`src/rtl/mem_arbiter_if.sv`:
```
// mem_arbiter_if
//   The single shared memory port that carries both instruction fetches and
//   data loads/stores.
//   master : the arbiter. It drives the request, write enable, address and
//            write data, and receives the read data and the acknowledge.
//   slave  : the memory. It drives mem_rdata/mem_ack. mem_ack is only
//            meaningful while mem_req=1.
interface mem_arbiter_if #(
    parameter int ADDR_W = 32,
    parameter int DATA_W = 32
);
    logic              mem_req;
    logic              mem_we;
    logic [ADDR_W-1:0] mem_addr;
    logic [DATA_W-1:0] mem_wdata;
    logic [DATA_W-1:0] mem_rdata;
    logic              mem_ack;

    modport master (
        output mem_req,
        output mem_we,
        output mem_addr,
        output mem_wdata,
        input  mem_rdata,
        input  mem_ack
    );

    modport slave (
        input  mem_req,
        input  mem_we,
        input  mem_addr,
        input  mem_wdata,
        output mem_rdata,
        output mem_ack
    );
endinterface

```
`src/rtl/mem_arbiter.sv`:
```
// mem_arbiter
//   Shares one unified memory port between instruction fetch (F) and
//   loads/stores (M). A data access always wins because the instruction in M
//   is older. The arbiter buffers one fetched instruction and produces the
//   extra stalls that the hazard unit ORs into its StallF/StallD/FlushE
//   network. A watchdog raises a sticky MemErr if the memory never
//   acknowledges.
//
// Ports
//   clk, rst         rising-edge clock, synchronous active-high reset
//   PCF_i            fetch address
//   FetchHold_i      fetch stage frozen this cycle
//   Redirect_i       taken branch/jump in E; the in-flight fetch is stale
//   DataReqM_i       load/store present in M
//   DataWeM_i        1 = store
//   ALUResultM_i     data address
//   WriteDataM_i     store data
//   InstrF_o         buffered instruction
//   InstrValidF_o    InstrF_o belongs to the current PCF
//   StallIF_o        no instruction available yet
//   ReadDataM_o      load data, valid while DataDoneM_o=1
//   DataDoneM_o      one-cycle pulse when the M access completes
//   StallMem_o       freeze F/D/E/M while a data access is in progress
//   MemErr_o         sticky watchdog flag
//   mem              memory port (master side)
//
// States
//   state  | meaning
//   IDLE   | port idle; picks data, then fetch, else nothing
//   I_WAIT | instruction read outstanding
//   D_WAIT | data access outstanding
//   D_DONE | data complete; pipeline advances this cycle
module mem_arbiter #(
    parameter int ADDR_W  = 32,
    parameter int DATA_W  = 32,
    parameter int TIMEOUT = 255
) (
    input  logic              clk,
    input  logic              rst,
    input  logic [ADDR_W-1:0] PCF_i,
    input  logic              FetchHold_i,
    input  logic              Redirect_i,
    input  logic              DataReqM_i,
    input  logic              DataWeM_i,
    input  logic [ADDR_W-1:0] ALUResultM_i,
    input  logic [DATA_W-1:0] WriteDataM_i,
    output logic [DATA_W-1:0] InstrF_o,
    output logic              InstrValidF_o,
    output logic              StallIF_o,
    output logic [DATA_W-1:0] ReadDataM_o,
    output logic              DataDoneM_o,
    output logic              StallMem_o,
    output logic              MemErr_o,
    mem_arbiter_if.master     mem
);

    typedef enum logic [1:0] {
        S_IDLE   = 2'd0,
        S_I_WAIT = 2'd1,
        S_D_WAIT = 2'd2,
        S_D_DONE = 2'd3
    } state_t;

    // Watchdog is a down-counter reloaded whenever no access is waiting;
    // reaching zero means TIMEOUT wait cycles went by without an ack.
    localparam logic [7:0] WD_LOAD = 8'(TIMEOUT);

    state_t            state_q, state_d;
    logic              req_q, req_d;
    logic              we_q, we_d;
    logic [ADDR_W-1:0] addr_q, addr_d;
    logic [DATA_W-1:0] wdata_q, wdata_d;
    logic [DATA_W-1:0] instr_q, instr_d;
    logic              ivalid_q, ivalid_d;
    logic [DATA_W-1:0] rdata_q, rdata_d;
    logic              drop_q, drop_d;
    logic [7:0]        wd_q, wd_d;
    logic              err_q, err_d;

    logic              ack;
    logic              done;
    logic              stall_mem;

    // The memory's ack means nothing unless a request is actually out.
    assign ack       = mem.mem_ack & req_q;
    assign done      = (state_q == S_D_DONE);
    assign stall_mem = DataReqM_i & ~done;

    // State register
    always_ff @(posedge clk) begin
        if (rst) begin
            state_q  <= S_IDLE;
            req_q    <= 1'b0;
            we_q     <= 1'b0;
            addr_q   <= '0;
            wdata_q  <= '0;
            instr_q  <= '0;
            ivalid_q <= 1'b0;
            rdata_q  <= '0;
            drop_q   <= 1'b0;
            wd_q     <= '0;
            err_q    <= 1'b0;
        end else begin
            state_q  <= state_d;
            req_q    <= req_d;
            we_q     <= we_d;
            addr_q   <= addr_d;
            wdata_q  <= wdata_d;
            instr_q  <= instr_d;
            ivalid_q <= ivalid_d;
            rdata_q  <= rdata_d;
            drop_q   <= drop_d;
            wd_q     <= wd_d;
            err_q    <= err_d;
        end
    end

    // Next-state logic
    always_comb begin
        state_d = state_q;
        unique case (state_q)
            S_IDLE: begin
                if (DataReqM_i) begin
                    state_d = S_D_WAIT;
                end else if (!ivalid_q && !Redirect_i) begin
                    state_d = S_I_WAIT;
                end
            end
            S_I_WAIT: begin
                if (ack) begin
                    state_d = S_IDLE;
                end
            end
            S_D_WAIT: begin
                if (ack) begin
                    state_d = S_D_DONE;
                end
            end
            // Always fall back to IDLE so the M instruction that just
            // completed is never issued a second time.
            S_D_DONE: state_d = S_IDLE;
            default:  state_d = S_IDLE;
        endcase
    end

    // Output / datapath logic
    always_comb begin
        req_d    = req_q;
        we_d     = we_q;
        addr_d   = addr_q;
        wdata_d  = wdata_q;
        instr_d  = instr_q;
        ivalid_d = ivalid_q;
        rdata_d  = rdata_q;
        drop_d   = drop_q;
        wd_d     = WD_LOAD;
        err_d    = err_q;

        unique case (state_q)
            S_IDLE: begin
                if (DataReqM_i) begin
                    req_d   = 1'b1;
                    we_d    = DataWeM_i;
                    addr_d  = ALUResultM_i;
                    wdata_d = WriteDataM_i;
                end else if (!ivalid_q && !Redirect_i) begin
                    req_d  = 1'b1;
                    we_d   = 1'b0;
                    addr_d = PCF_i;
                end
            end
            S_I_WAIT, S_D_WAIT: begin
                if (ack) begin
                    req_d  = 1'b0;
                    drop_d = 1'b0;
                    if (state_q == S_I_WAIT) begin
                        // A redirect now or earlier makes this word stale.
                        if (!drop_q && !Redirect_i) begin
                            instr_d = mem.mem_rdata;
                        end
                    end else if (!we_q) begin
                        // Stores leave the last load value in place.
                        rdata_d = mem.mem_rdata;
                    end
                end else begin
                    if (state_q == S_I_WAIT && Redirect_i) begin
                        drop_d = 1'b1;
                    end
                    // Keep waiting after the error; only the flag is raised.
                    wd_d = (wd_q != 8'd0) ? wd_q - 8'd1 : 8'd0;
                    if (wd_q == 8'd1) begin
                        err_d = 1'b1;
                    end
                end
            end
            default: ;
        endcase

        // A fresh instruction landing this edge takes precedence over the
        // consume-clear, which only applies to a word already held.
        if (Redirect_i) begin
            ivalid_d = 1'b0;
        end else if (state_q == S_I_WAIT && ack && !drop_q) begin
            ivalid_d = 1'b1;
        end else if (!FetchHold_i && !stall_mem) begin
            ivalid_d = 1'b0;
        end
    end

    assign InstrF_o      = instr_q;
    assign InstrValidF_o = ivalid_q;
    assign StallIF_o     = ~ivalid_q;
    assign ReadDataM_o   = rdata_q;
    assign DataDoneM_o   = done;
    assign StallMem_o    = stall_mem;
    assign MemErr_o      = err_q;

    assign mem.mem_req   = req_q;
    assign mem.mem_we    = we_q;
    assign mem.mem_addr  = addr_q;
    assign mem.mem_wdata = wdata_q;

endmodule
```
`src/flat_wrapper.sv`:
```
// flat-port wrapper written by rule: the top's interface ports become plain ports
module mem_arbiter_flat 
#(
    parameter int ADDR_W  = 32,
    parameter int DATA_W  = 32,
    parameter int TIMEOUT = 255
)
  (clk, rst, PCF_i, FetchHold_i, Redirect_i, DataReqM_i, DataWeM_i, ALUResultM_i, WriteDataM_i, InstrF_o, InstrValidF_o, StallIF_o, ReadDataM_o, DataDoneM_o, StallMem_o, MemErr_o, mem_mem_req, mem_mem_we, mem_mem_addr, mem_mem_wdata, mem_mem_rdata, mem_mem_ack);
  mem_arbiter_if #(.ADDR_W(ADDR_W), .DATA_W(DATA_W)) mem_i ();
  input  logic clk;
  input  logic rst;
  input  logic [ADDR_W-1:0] PCF_i;
  input  logic FetchHold_i;
  input  logic Redirect_i;
  input  logic DataReqM_i;
  input  logic DataWeM_i;
  input  logic [ADDR_W-1:0] ALUResultM_i;
  input  logic [DATA_W-1:0] WriteDataM_i;
  output logic [DATA_W-1:0] InstrF_o;
  output logic InstrValidF_o;
  output logic StallIF_o;
  output logic [DATA_W-1:0] ReadDataM_o;
  output logic DataDoneM_o;
  output logic StallMem_o;
  output logic MemErr_o;
  output wire logic [$bits(mem_i.mem_req)-1:0] mem_mem_req;
  output wire logic [$bits(mem_i.mem_we)-1:0] mem_mem_we;
  output wire logic [$bits(mem_i.mem_addr)-1:0] mem_mem_addr;
  output wire logic [$bits(mem_i.mem_wdata)-1:0] mem_mem_wdata;
  input wire logic [$bits(mem_i.mem_rdata)-1:0] mem_mem_rdata;
  input wire logic [$bits(mem_i.mem_ack)-1:0] mem_mem_ack;
  assign mem_mem_req = mem_i.mem_req;
  assign mem_mem_we = mem_i.mem_we;
  assign mem_mem_addr = mem_i.mem_addr;
  assign mem_mem_wdata = mem_i.mem_wdata;
  assign mem_i.mem_rdata = mem_mem_rdata;
  assign mem_i.mem_ack = mem_mem_ack;
  mem_arbiter #(.ADDR_W(ADDR_W), .DATA_W(DATA_W), .TIMEOUT(TIMEOUT)) u_core (.clk(clk), .rst(rst), .PCF_i(PCF_i), .FetchHold_i(FetchHold_i), .Redirect_i(Redirect_i), .DataReqM_i(DataReqM_i), .DataWeM_i(DataWeM_i), .ALUResultM_i(ALUResultM_i), .WriteDataM_i(WriteDataM_i), .InstrF_o(InstrF_o), .InstrValidF_o(InstrValidF_o), .StallIF_o(StallIF_o), .ReadDataM_o(ReadDataM_o), .DataDoneM_o(DataDoneM_o), .StallMem_o(StallMem_o), .MemErr_o(MemErr_o), .mem(mem_i));
endmodule
```
`config.mk`:
```
export PLATFORM = sky130hd
export DESIGN_NAME = mem_arbiter_flat
export DESIGN_NICKNAME = d
export VERILOG_FILES = /design/src/rtl/mem_arbiter_if.sv /design/src/rtl/mem_arbiter.sv /design/src/flat_wrapper.sv
export SDC_FILE = /design/constraint.sdc
export NUM_CORES = 1
export LEC_CHECK = 0
export CORE_MARGIN = 2
export CORE_UTILIZATION = 43
export CTS_CLUSTER_DIAMETER = 40
export DETAILED_ROUTE_END_ITERATION = 8
export GPL_TIMING_DRIVEN = 0
export PLACE_DENSITY = 0.85
export SYNTH_ARGS = -nofsm -noshare
export SYNTH_HDL_FRONTEND = slang
export SYNTH_SLANG_ARGS = --single-unit
```
`constraint.sdc`:
```
create_clock -name clk -period 4.95 [get_ports clk]
set_clock_uncertainty 0.15 [all_clocks]
set_input_delay 0.7425 -clock clk [delete_from_list [all_inputs] [get_ports clk]]
set_output_delay 0.7425 -clock clk [all_outputs]
set_load 0.005 [all_outputs]
```
=== After elaboration in Yosys (flattened, before gate mapping) ===
Cells that the tools add are included.

* Bits in registers: 143
* Latch bits: 0
* RAM bits: 0
* Bits in read-only memories: 0
* Input port bits: 135
* Output and inout port bits: 135
* Word-level logic and storage cells: 74
* Memories: 0

* Add/subtract/negate cells: 1
* Multiply operators: 0
* Divide/modulo/power cells: 0
* Order comparisons: 0
* Equality and inequality tests: 8
* Shift operators: 0
* Mux-type cells: 20
* Bitwise gates (word level): 7
* Reduce and logical (&&, ||, !) cells: 27

{| class="wikitable"
|+ Operators with widths
! operator !! number
|-
| 32-bit two-way mux || 2
|-
| 8-bit two-way mux || 3
|-
| 1-bit two-way mux || 9
|-
| 3-bit AND reduction || 3
|-
| 8-bit by 1-bit == test with 1-bit output (second input constant) || 1
|-
| 2-bit two-way mux || 4
|-
| 2-bit case mux with 4 select lines || 1
|-
| 4-bit AND reduction || 2
|-
| 2-bit nonzero test || 4
|-
| 8-bit nonzero test || 1
|-
| 8-bit by 1-bit subtractor with 8-bit output (second input constant) || 1
|-
| 1-bit logical AND || 6
|-
| 2-bit by 1-bit != test with 1-bit output (second input constant) || 3
|-
| 2-bit AND reduction || 3
|-
| 1-bit zero test || 5
|-
| 1-bit inverter || 5
|-
| 2-bit == test (second input constant) || 2
|-
| 2-bit OR reduction || 2
|-
| 3-bit by 2-bit != test with 1-bit output (second input constant) || 1
|-
| 1-bit bitwise AND || 2
|-
| 2-bit by 1-bit == test with 1-bit output (second input constant) || 1
|-
| 2-bit zero test || 1
|-
| 1-bit case mux with 2 select lines || 1
|}

=== Logic depth before layout (Yosys ltp) ===
Gate-level depths: netlist of run 1.

* Depth in word-level cells: 7
* Gate-level depth with buffers: 8
* Mapped depth without buffers: 6

=== Worst setup path after synthesis of run 1 ===
Ideal clock, no wire load.

* Kind: input-to-reg
* Start: input mem_mem_ack
* End: register u_core.instr_q[0], in the netlist u_core.InstrF_o[0]
* Setup time: 132 ps
* Data arrival time: 1,859 ps
* Data required time: 4,668 ps
* Setup slack: 2,809 ps
* Cell stages on the path: 7
* Path buffers: 3
* Cell sequence: clkbuf_2 nand4b_1 or3b_2 clkbuf_1 buf_2 nand2_1 a21oi_1

* Cells in the longest elaborated chain, start to end: 2

{| class="wikitable"
|+ RTL lines
! item !! line !! text
|-
| from (decl) || flat_wrapper.sv:31 || <nowiki>input wire logic [$bits(mem_i.mem_ack)-1:0] mem_mem_ack;</nowiki>
|-
| 1-bit bitwise AND || mem_arbiter.sv:85 || <nowiki>assign ack = mem.mem_ack & req_q;</nowiki>
|-
| 4-bit AND reduction (no line) || - ||
|-
| to (signal assigned) || mem_arbiter.sv:109 || <nowiki>instr_q <= instr_d;</nowiki>
|-
| to (decl) || mem_arbiter.sv:73 || <nowiki>logic [DATA_W-1:0] instr_q, instr_d;</nowiki>
|}

No other way between the ends.
A chain may end at the register's enable or synchronous reset.

=== Worst setup path after layout of run 1 ===
* Start: input DataReqM_i
* End: output StallMem_o

* Cells in the longest elaborated chain, start to end: 1

{| class="wikitable"
|+ RTL lines
! item !! line !! text
|-
| from (decl) || flat_wrapper.sv:15 || <nowiki>input logic DataReqM_i;</nowiki>
|-
| 1-bit bitwise AND || mem_arbiter.sv:87 || <nowiki>assign stall_mem = DataReqM_i & ~done;</nowiki>
|-
| to (decl) || flat_wrapper.sv:24 || <nowiki>output logic StallMem_o;</nowiki>
|}

No other way between the ends.

==> results, run 1 <==
- The flow ran to the end, and the final reports show no timing, DRC or antenna violations.
- The capturing element type of the critical path is an output port.
- The fraction of layout instances using a drive strength above 1 is under 10%.
- The largest net degree at the start of global routing is 17.
- The maximum clock insertion buffer count is 2.
- The count of antenna diodes in the layout is 0.
- By area the synthesized netlist is led by dfxtp_1, nand2_1, a21oi_1.
- The total nets after synthesis is ~800.
- Once the floorplan was initialized, standard cells occupied 43.6% of the core.
- The largest area contributor in the netlist is dfxtp_1.
- The wire length of the first global-routing pass is 25.6 mm.
- The antenna violation net count after detailed routing is 0.
- The overall overflow remaining after global route is 0.
- The worst endpoint required time is between 4 and 5 ns.
- For this block, the initial DRC count from the detailed router was 343.
- From synthesis to final layout, the design area changed by 62.9%.
- The H-tree generated during clock tree synthesis spans 4 levels.
- Across all register-to-register paths, the minimum setup slack is approximately 2.5 ns.
- Combinational logic burns 31.2% of the power.
- Ranked by instance count, the synthesized netlist is headed by nand2_1, dfxtp_1, a21oi_1.
- Internal power comes to about 2700 uW.
- The average footprint of a synthesized cell is ~8.3 um^2.
- The worst setup path is launched from an input port.
- Summing all non-filler instances in the final layout gives an area of just under 9000 um^2.
- The count of pins on the block boundary is between 200 and 300.
- The post-synthesis async set-or-reset flop share is 0%.
- The critical path class is in2out.
- The area of the core region is between 10000 and 15000 um^2.
- The die is around 120 um wide.
- The wire length per cell is ~15 um.
- Walking the worst path, the cells encountered are buf_2 -> nor2b_1 -> clkdlybuf4s50_1.
- The floorplan step defined a die boundary enclosing roughly 14000 um^2.
- The clock drives between 100 and 150 sinks.
- The number of cells on the worst reg-to-reg path is 7.
- The post-route worst setup slack is 2.37 ns.
- The number of failing hold endpoints at the final stage is 0.
- At the pin with the least slew margin, the transition time is 0.758 ns.
- The final-report setup violation count is 0.
- The routed design has 16.5 mm of wire.
- The net total in the final layout is about 1100.
- The slowest library cell on the worst path is clkdlybuf4s50_1.
- The final sum of negative setup slack is 0 ns.
- Detailed placement ended at an HPWL of approximately 13 mm.
- For the worst-skew pair, the clock arrives at the later sink with an insertion delay of 0.41 ns.
- After synthesis, the largest area contributor takes up a little over half of total cell area.
- Setup repair after global routing left no endpoint under its margin.
- The most used flip-flop cell after synthesis is dfxtp_1.
- The proportion of power drawn by flip-flops and latches is a little under two fifths.
- The number of buffers inserted by post-CTS setup repair is 0.
- Counting instances, the worst hold path has a depth of 2.
- The number of synthesized register bits is 143.
- Counting I/O delays and the setup requirement, the final critical path takes 2.58 ns.
- The leakage component of the power is 0.00326 uW.
- For this block, the via count after detailed routing is 5500.
- The number of gates given a new drive strength after cts is 0.
- The number of standard cells after synthesis is 655.
- The TritonCTS clock tree is yes.
- The DRC violation count after routing is 0.
- The worst-case setup slack after placement is around 2.2 ns.
- The clock network fraction of design power is between 30 and 40%.
- The congestion estimate from routability-driven global placement came to 0.832.
- The floorplan row count is 41.
- The initial antenna violation count is 0.
- Clock tree synthesis inserted a total of 17 buffers.
- In this run the power density over the cells is about 430 nW/um^2.
- Yosys printed 0 warnings.
- The via count of the first global-routing pass came to between 5000 and 6000.
- The tree is rooted in a clkbuf_16.
- The total track usage is approximately a quarter.
- The total standard cell area after synthesis is ~5500 um^2.
- Synthesis instantiated 37 different standard cells from the library.
- The cts-stage hold buffer count is 0.
- The final number of max-transition violations is 0.
- The number of vias per cell is about 5.
- The switching power summed over all nets is around 1200 uW.
- Static timing analysis puts the maximum clock frequency at between 0.3 and 0.4 GHz.
- In this run the tool buffered the top-level ports with ~270 buffer cells.
- The placed cell area is about 8300 um^2.
- The number of violations of the max-capacitance limit is 0.
- The arrival time of the worst setup path is 1.69 ns.
- On the worst path, the slowest cell contributes a delay of approximately 0.54 ns.
- The count of flip-flops with a built-in enable after synthesis is 0.
- For this run, the register share of the synthesized area comes to 52.4%.
- The filler cells instantiated in the layout total ~990.
- The first-pass iteration count of the detailed router is 4.
- In the finished design, the share of the clock period the worst path needs comes to 52.1%.
- The path class of the lowest-slack min-delay path is reg2reg.
- The height of the die is about 120 um.
- In this run the worst path has a maximum fanout of 10.
- The maximum resistive drop on vdd is about 0.28 mV.
- The most used standard cell by instance count after synthesis is nand2_1.
- In this run the tightest slew margin relative to its limit is around half.
- The clock transition at the registers of the reported paths is around 0.06 ns.
- Net switching is around 30% of the power.
-- stage by stage --
step / hold slack (ns) / util (%) / power (uW) / std cells
6_report: 0.301 / 71.1 / 3870 / 1122
2_1_floorplan: 0.303 / - / 2070 / 655
3_3_place_gp: 0.291 / 66.6 / 2670 / 1093
4_1_cts: 0.304 / 71.1 / 3900 / 1122
3_5_place_dp: 0.296 / 66.6 / 2690 / 1093
5_1_grt: 0.315 / 71.1 / 4100 / 1122
-- power groups by stage --
stage | Combinational, uW | Sequential (uW) | Clock (uW)
after floorplan | 581 | 1490 | 0
after global placement | 1190 | 1470 | 0
after detailed placement | 1210 | 1490 | 0
after CTS | 1220 | 1460 | 1220
after global routing | 1340 | 1490 | 1270
final | 1210 | 1460 | 1200
-- registers in the layout (all words and copies together) (netlist names), 2 cells and up --
signal,flops
u_core.InstrF_o,32
u_core.ReadDataM_o,32
u_core.mem.mem_addr,32
u_core.mem.mem_wdata,32
u_core.state_q,2
u_core.wd_q,8
-- worst max-delay path: cells and delay by family --
kind          cells  cell delay (ns)
buf+inv           2             0.74
simple gates      1             0.20
-- final cells by class --
type	instances	area, um^2	area share [%]
multi-input cells	455	2370	26.6
clock buffers	24	502	5.64
clock inverters	5	56.3	0.633
well taps	172	215	2.42
repair buffers	266	2660	29.9
flip-flops and latches	143	2860	32.2
inverters	7	26.3	0.295
plain buffers	50	204	2.29
-- logic make-up (layout without fill, tap and decap cells) --
kind of cell             Yosys count  count (layout)  share of synthesized area (%)
flip-flops                       143             143                           52.4
AND/OR/NAND/NOR                  259             259                           19.1
buffers and inverters             57             352                           4.22
adder cells (fa/ha/maj)            6               6                           1.38
AO/OA/AOI/OAI                    155             155                           16.5
multiplexers                      33              33                           6.05
XOR/XNOR                           2               2                          0.321
-- routing by layer --
| layer | part of all wire [%] | wire, um | vias up | track usage [%] |
|---|---|---|---|---|
| li1 | - | - | 2764 | - |
| met1 | 39 | 6360 | 2463 | 27.8 |
| met2 | 49 | 8170 | 233 | 41.4 |
| met3 | 8.8 | 1450 | 40 | 7.89 |
| met4 | 3.3 | 539 | 0 | 10.7 |
| met5 | 0 | 0 | - | 0 |
-- worst paths after layout --
path | to | from
setup reg to reg | u_core.InstrF_o[22] | u_core.state_q[0]
hold reg to reg | u_core.mem.mem_wdata[10] | u_core.mem.mem_wdata[10]
setup / recovery | StallMem_o | DataReqM_i
hold / removal | u_core.mem.mem_wdata[10] | u_core.mem.mem_wdata[10]
-- cell usage in the layout, fill, tap and decap left out, drive strengths merged, types with 5 or more instances in the layout --
cell type	Yosys	layout
nor3	5	5
nor2	44	44
o21ai	5	5
mux2i	33	33
a211oi	33	33
nand2	197	197
dfxtp	143	143
a21oi	101	101
ha	6	6
clkbuf	36	60
inv	7	7
clkdlybuf4s50	0	266
buf	14	14
Power figures use the tool's default switching activity.
==> run 2, diff against run 1 <==
Settings changed: CORE_UTILIZATION 43 to 40, PLACE_DENSITY 0.85 to 0.8.
Clock period 4.95 ns to 2.6 ns, I/O delays scaled along.
==> run 2 against run 1 <==
  * Final area up 0.41%
  * Worst hold slack worse by 0.16 ns
  * Global-route usage down 0.92 points
  * Critical path type is now reg2reg
  * Sequential power up 91%
==> results, run 2 (synthesis gave the netlist of run 1 again) <==
- TritonCTS built the clock tree.
- After routing the design area is a little under 9000 um^2.
- The cts-stage hold buffer count is 0.
- The fraction of layout instances using a drive strength above 1 is 5.35%.
- Summed over all cells, the static leakage comes to 0.00327 uW.
- The part of the power in combinational logic is 30.5%.
- The largest net degree at the start of global routing is 17.
- Counting tap cells, the placed design contains a total of about 1100 instances.
- The worst reg2reg path endpoint is u_core.ReadDataM_o[11].
- The wire length per cell is 15.0 um.
- The run finished with clean final reports.
- In this run the count of I/O pins placed on the die edge is 270.
- The final-report setup violation count is 0.
- The root buffer cell chosen for the clock tree is clkbuf_16.
- The number of sinks on the clock net is about 140.
- Along the worst path, the maximum fanout reaches 10.
- Internal power comes to about 5200 uW.
- The net total in the final layout is about 1100.
- The worst register-to-register path begins at u_core.state_q[0].
- Port buffering added between 200 and 300 buffers.
- After floorplanning, the core was sized to cover around 13000 um^2.
- For the pin with the worst max-slew slack, the measured transition is approximately 0.72 ns.
- The height of the die is between 100 and 150 um.
- The clock transition at the registers of the reported paths is 0.06 ns.
- Setup slack on the worst reg-to-reg path comes out at between 0.2 and 0.25 ns.
- The element type at the critical path start is a register.
- Once detailed placement completed, the half-perimeter wirelength came to between 10 and 15 mm.
- The arrival time of the worst setup path is about 2.6 ns.
- The worst setup path is captured at a register.
- The final layout contains routed wiring with a total length of 17.0 mm.
- Across the VDD grid, the largest voltage drop is between 0.4 and 0.5 mV.
- The via count of the first global-routing pass is between 5000 and 6000.
- Max-cap violations in this run came to 0.
- The global placement routability congestion is 0.794.
- The later pin in the worst-skew pair is clocked with a latency of around 0.42 ns.
- The die is 121 um wide.
- The clock network burns between 30% and 40% of the power.
- The count of antenna diodes in the layout is 0.
- The overall overflow remaining after global route is 0.
- Timing would allow up to approximately 0.42 GHz.
- The commonest non-fill, non-tap cell in the layout is clkdlybuf4s50_1.
- The first detailed-routing pass took 4 iterations.
- The antenna violation net count after detailed routing is 0.
- In the final routing, the length of wire on met1 measures roughly 6.7 mm.
- The clock tree synthesis step divided the H-tree into 4 levels.
- The floorplan row count is between 40 and 50.
- The path class of the lowest-slack min-delay path is in2reg.
- Wire segments on met2 add up to approximately 8.4 mm in the final route.
- The clock period could shrink to 2.39 ns.
- The routed via count is 5527.
- The critical path class is reg2reg.
- The number of failing hold endpoints at the final stage is 0.
- The number of clock buffers inserted by TritonCTS is 17.
- The final number of max-transition violations is 0.
- The first global-routing pass estimated 26.4 mm of wire.
- The final instance count without filler cells is around 1100.
- In the routed layout, each cell is associated on average with a via count of 4.90.
- The areal power density over the cells is approximately 840 nW/um^2.
- The top routing layer in use is met4.
- The worst setup path endpoint is u_core.ReadDataM_o[11].
- The total power consumption of the routed design is about 7500 uW.
- The switching share of power is around 30%.
- The first element of the critical path is u_core.state_q[0].
- The final sum of negative setup slack is 0 ns.
- The placed cell area is around 8300 um^2.
- The initial antenna violation count came to 0.
- For this configuration, the core starts out at a cell density of roughly 41%.
- The top cell types in the final layout, fill and taps aside, are clkdlybuf4s50_1, nand2_1, dfxtp_1.
- Setup repair after global routing left no endpoint under its margin.
- Setup slack closes at around 0.21 ns.
- The number of cells on the worst reg-to-reg path is 8.
- Compared with the post-synthesis result, the final layout area differs by 63.6%.
- Summed over all nets, the switching power comes to 2250 uW.
- The remaining max-slew budget at the tightest pin is 52.1%.
- The floorplan step defined a die boundary enclosing 14600 um^2.
- Prior to clock tree synthesis, the placed netlist has a worst setup slack of between 0.15 and 0.2 ns.
- Of the available clock period, the critical path in the final layout requires 92.0%.
- Counting along the longest clock path gives a buffer depth of 2.
- The routed wire length on met3 is 1.56 mm.
- After detailed routing, the number of remaining DRC violations is 0.
- STA puts the critical path data required time at 2.80 ns.
- Sequential cells account for 37.4% of the total power.
- For this run, the total global-route usage over all layers was measured as 23.3%.
- After the first detailed-routing iteration, the DRC count stood at between 300 and 400.
==> run 2: final cells by class <==
| cell class | count | area [um^2] |
|---|---|---|
| flip-flops and latches | 143 | 2860 |
| clock buffers | 21 | 470 |
| fillers | 1141 | 4360 |
| inverters | 7 | 26.3 |
| repair buffers | 266 | 2660 |
| plain buffers | 50 | 204 |
| well taps | 176 | 220 |
| clock inverters | 11 | 114 |
| multi-input cells | 455 | 2370 |
==> run 2: critical path: stages, from the launching register on <==
cell and delay (ns):
dfxtp_1 0.38, inv_1 0.08, ha_1 0.28, clkbuf_1 0.25
and4_1 0.23, clkbuf_1 0.21, clkbuf_1 0.48, nand2_1 0.12
a21oi_1 0.14
==> run 2: worst min path at each step <==
stage	from	to	slack, ns	cells after the start
2_1_floorplan	u_core.InstrF_o[0]	u_core.InstrF_o[0]	0.30	2
3_3_place_gp	u_core.mem.mem_wdata[26]	u_core.mem.mem_wdata[26]	0.29	2
3_5_place_dp	u_core.mem.mem_wdata[17]	u_core.mem.mem_wdata[17]	0.30	2
4_1_cts	mem_mem_ack	u_core.drop_q	0.13	2
5_1_grt	mem_mem_ack	u_core.drop_q	0.15	2
6_report	mem_mem_ack	u_core.drop_q	0.14	2
==> run 2: power groups by stage <==
stage | logic (uW) | registers, uW | clock network [uW]
after CTS | 2300 | 2790 | 2430
after global routing | 2530 | 2840 | 2530
after detailed placement | 2290 | 2830 | 0
final | 2280 | 2790 | 2390
after global placement | 2260 | 2820 | 0
after floorplan | 1110 | 2840 | 0
==> run 2: through the flow <==
stage	utilization, %	hold WS, ns
floorplan	-	0.303
global placement	62.7	0.291
detailed placement	62.7	0.296
CTS	67.1	0.129
global route	67.2	0.153
finish	67.2	0.143
==> run 2: timing repair <==
action / 4_1_cts / 5_1_grt
hold endpoints to repair: 0 / 0
setup buffers: 0 / 0
setup endpoints to repair: 0 / 14
resized for setup: 0 / 1
==> run 2: per-layer routing <==
layer / vias up / global-route usage (%)
met2: 219 / 40.1
met1: 2506 / 26.2
met4: 0 / 8.79
met5: - / 0
li1: 2772 / -
met3: 30 / 8.54
==> run 3, diff against run 2 <==
Settings changed: CORE_ASPECT_RATIO set to 1.75, CTS_CLUSTER_SIZE set to 40.
==> run 3 against run 2 <==
  * Total power fell by 0.24%
  * Final area barely moved
  * Die area rose by 0.26%
  * Non-clock buffer count did not move
  * Via count rose by 0.34%
  * Sequential cell count did not move
  * Setup slack got worse by 0.013 ns
  * Core utilization fell by 0.46 points
  * Combinational power barely moved
  * Critical path depth did not move
==> results, run 3 (synthesis gave the netlist of run 1 again) <==
- The floorplan step defined a die boundary enclosing 14600 um^2.
- The actual transition at the worst max-transition pin is between 0.7 and 0.8 ns.
- The global placement routability congestion is slightly above 0.8.
- The number of vias per cell is 4.92.
- The worst endpoint required time is 2.78 ns.
- The TritonCTS clock tree is yes.
- The total track usage is a little under a quarter.
- In this run the core area contains 56 standard-cell rows.
- Global routing consumed, on the met2 layer, 43.6% of the routing resources.
- The via count of the first global-routing pass is 5535.
- Setup violations remaining at the end of the flow were counted as 0.
- The setup check on the worst reg-to-reg path leaves a slack of 0.19 ns.
- The initial antenna violation count is 0.
- CTS saw 143 sinks.
- The met3 usage in global routing is ~6.7%.
- After detailed routing, the total wire length is roughly 17 mm.
- In this design, the stage delay of the slowest critical-path cell is just over 0.4 ns.
- The remaining max-slew budget at the tightest pin is 50.9%.
- Entering global routing, the biggest net connects 17 pins.
- The clock tree synthesis step divided the H-tree into 4 levels.
- The antenna violation net count after detailed routing is 0.
- The path class of the lowest-slack min-delay path is in2reg.
- The height of the die is ~160 um.
- The number of clock buffers inserted by TritonCTS is 17.
- Max-cap violations in this run came to 0.
- The detailed router placed about 5500 vias in this run.
- The initial utilization of the core area, before any placement, comes to 40.8%.
- The fraction of the core area covered by cells at the end of the flow is approximately two thirds.
- The flow ran to the end, and the final reports show no timing, DRC or antenna violations.
- The area of the core region is roughly 13000 um^2.
- The number of buffers and inverters on the critical path is 4.
- The analysis attributes to cell leakage a power of between 0.003 and 0.004 uW.
- Pin placement for this block handled 270 I/O pins.
- Adding up every negative setup slack in the final design gives 0 ns.
- Counting I/O delays and the setup requirement, the final critical path takes roughly 2.4 ns.
- The worst-path maximum fanout is 10.
- The final number of max-transition violations is 0.
- The latest clock arrival within the worst-skew pair is 0.41 ns.
- The routing layer with the top usage in global route is met2.
- The die outline width is 92.3 um.
- The library cell used most frequently in the layout, excluding fill and tap cells, is clkdlybuf4s50_1.
- The first-iteration detailed-routing DRC count is around 160.
- The repair_antennas step left the layout with diodes totalling 0.
- STA classifies the critical path endpoint as a register.
- The beginning of the worst hold path is mem_mem_ack.
- The number of failing hold endpoints at the final stage is 0.
- In the layout the commonest cells are clkdlybuf4s50_1, nand2_1, dfxtp_1.
- The slowest stage of the critical path is the clkbuf_1 cell.
- The signal on the critical path passes through inv_1 -> ha_1 -> clkbuf_1 -> and4_1 -> clkbuf_1 -> clkbuf_1 -> nand2_1 -> a21oi_1.
- The clock tree root driver cell is clkbuf_16.
- The element type at the critical path start is a register.
- By instance count, the cell type seen most on the critical path is clkbuf_1.
- The clock transition at the registers of the reported paths is around 0.06 ns.
- In this run the worst setup path begins at u_core.state_q[0].
- Setup repair after global routing left no endpoint under its margin.
- The critical path class is reg2reg.
- The first global-routing pass estimated 26.5 mm of wire.
- Once detailed placement completed, the half-perimeter wirelength came to ~13 mm.
- The total power consumption of the routed design is around 7400 uW.
- The quantity of I/O buffers inserted on ports is approximately 270.
- The arrival time of the worst setup path is 2.59 ns.
- The highest clock frequency the design can meet is between 0.4 and 0.5 GHz.
- For this run, the detailed router's first-pass iteration total came to 4.
- Global routing used between 20% and 30% of the available met1 tracks.
- The fraction of layout instances using a drive strength above 1 is approximately 5.6%.
- The DRC violation count after routing is 0.
- The final worst-path cycle share is roughly 93%.
- The worst-case IR drop observed on VDD is between 0.4 and 0.5 mV.
- For this run, the post-layout net count is approximately 1100.
- The longest clock path from root to sink contains 2 buffers.
- Dividing total power by cell area gives a power density of about 830 nW/um^2.
- Compared with the post-synthesis result, the final layout area differs by 63.6%.
- The wire length per cell is around 15 um.
- The startpoint of the worst-slack reg-to-reg timing path is u_core.state_q[0].
- After global routing the overflow that remains totals 0.
- In this design, the largest share of critical-path delay is due to buffers and inverters.
-- run 3: cell count changes in the layout (fill, tap and decap cells not counted), sizes merged --
cell    change
inv         +7
clkinv      -2
clkbuf      -4
bufinv      -1
-- run 3: routing by layer --
layer / share of wire (%) / routed length, um
met5: 0 / 0
met1: 36 / 6050
met4: 3.0 / 496
met2: 55 / 9270
met3: 5.9 / 987
-- run 3: stage by stage --
stage | instances | cell area (um^2) | hold slack (ns) | worst slack (ns)
final | 1127 | 8930 | 0.146 | 0.193
after global routing | 1127 | 8930 | 0.161 | 0.0189
after CTS | 1127 | 8920 | 0.107 | 0.221
after detailed placement | 1095 | 8340 | 0.296 | 0.150
after global placement | 1095 | 8340 | 0.291 | 0.194
after floorplan | 655 | 5460 | 0.303 | 0.576
-- run 3: timing repair --
item                                   in CTS  in global routing
buffers inserted                            0                  0
endpoints found under the hold margin       0                  0
resized for setup                           0                  2
setup endpoints to repair                   0                  2
hold buffers                                0                  0
-- run 3: power breakdown --
part,switching [uW],leakage (uW),internal [uW]
sequential,216,0.00117,2570
clock,1030,0.000282,1350
combinational,1110,0.00182,1170
total,2360,0.00327,5090
-- run 3: cell type report --
class | count | area [um^2]
multi-input combinational | 455 | 2370
buffer | 50 | 204
tap | 174 | 218
inverter | 7 | 26.3
timing repair buffer | 266 | 2660
clock buffer | 17 | 425
clock inverter | 15 | 155
fill | 1170 | 4450
sequential | 143 | 2860
-- run 3: path summary, 6_finish.rpt --
| kind | to | cells after the start |
|---|---|---|
| worst max-delay path | u_core.ReadDataM_o[29] | 8 |
| worst max register to register | u_core.ReadDataM_o[29] | 8 |
| worst min register to register | u_core.mem.mem_wdata[11] | 2 |
| worst min-delay path | u_core.drop_q | 2 |
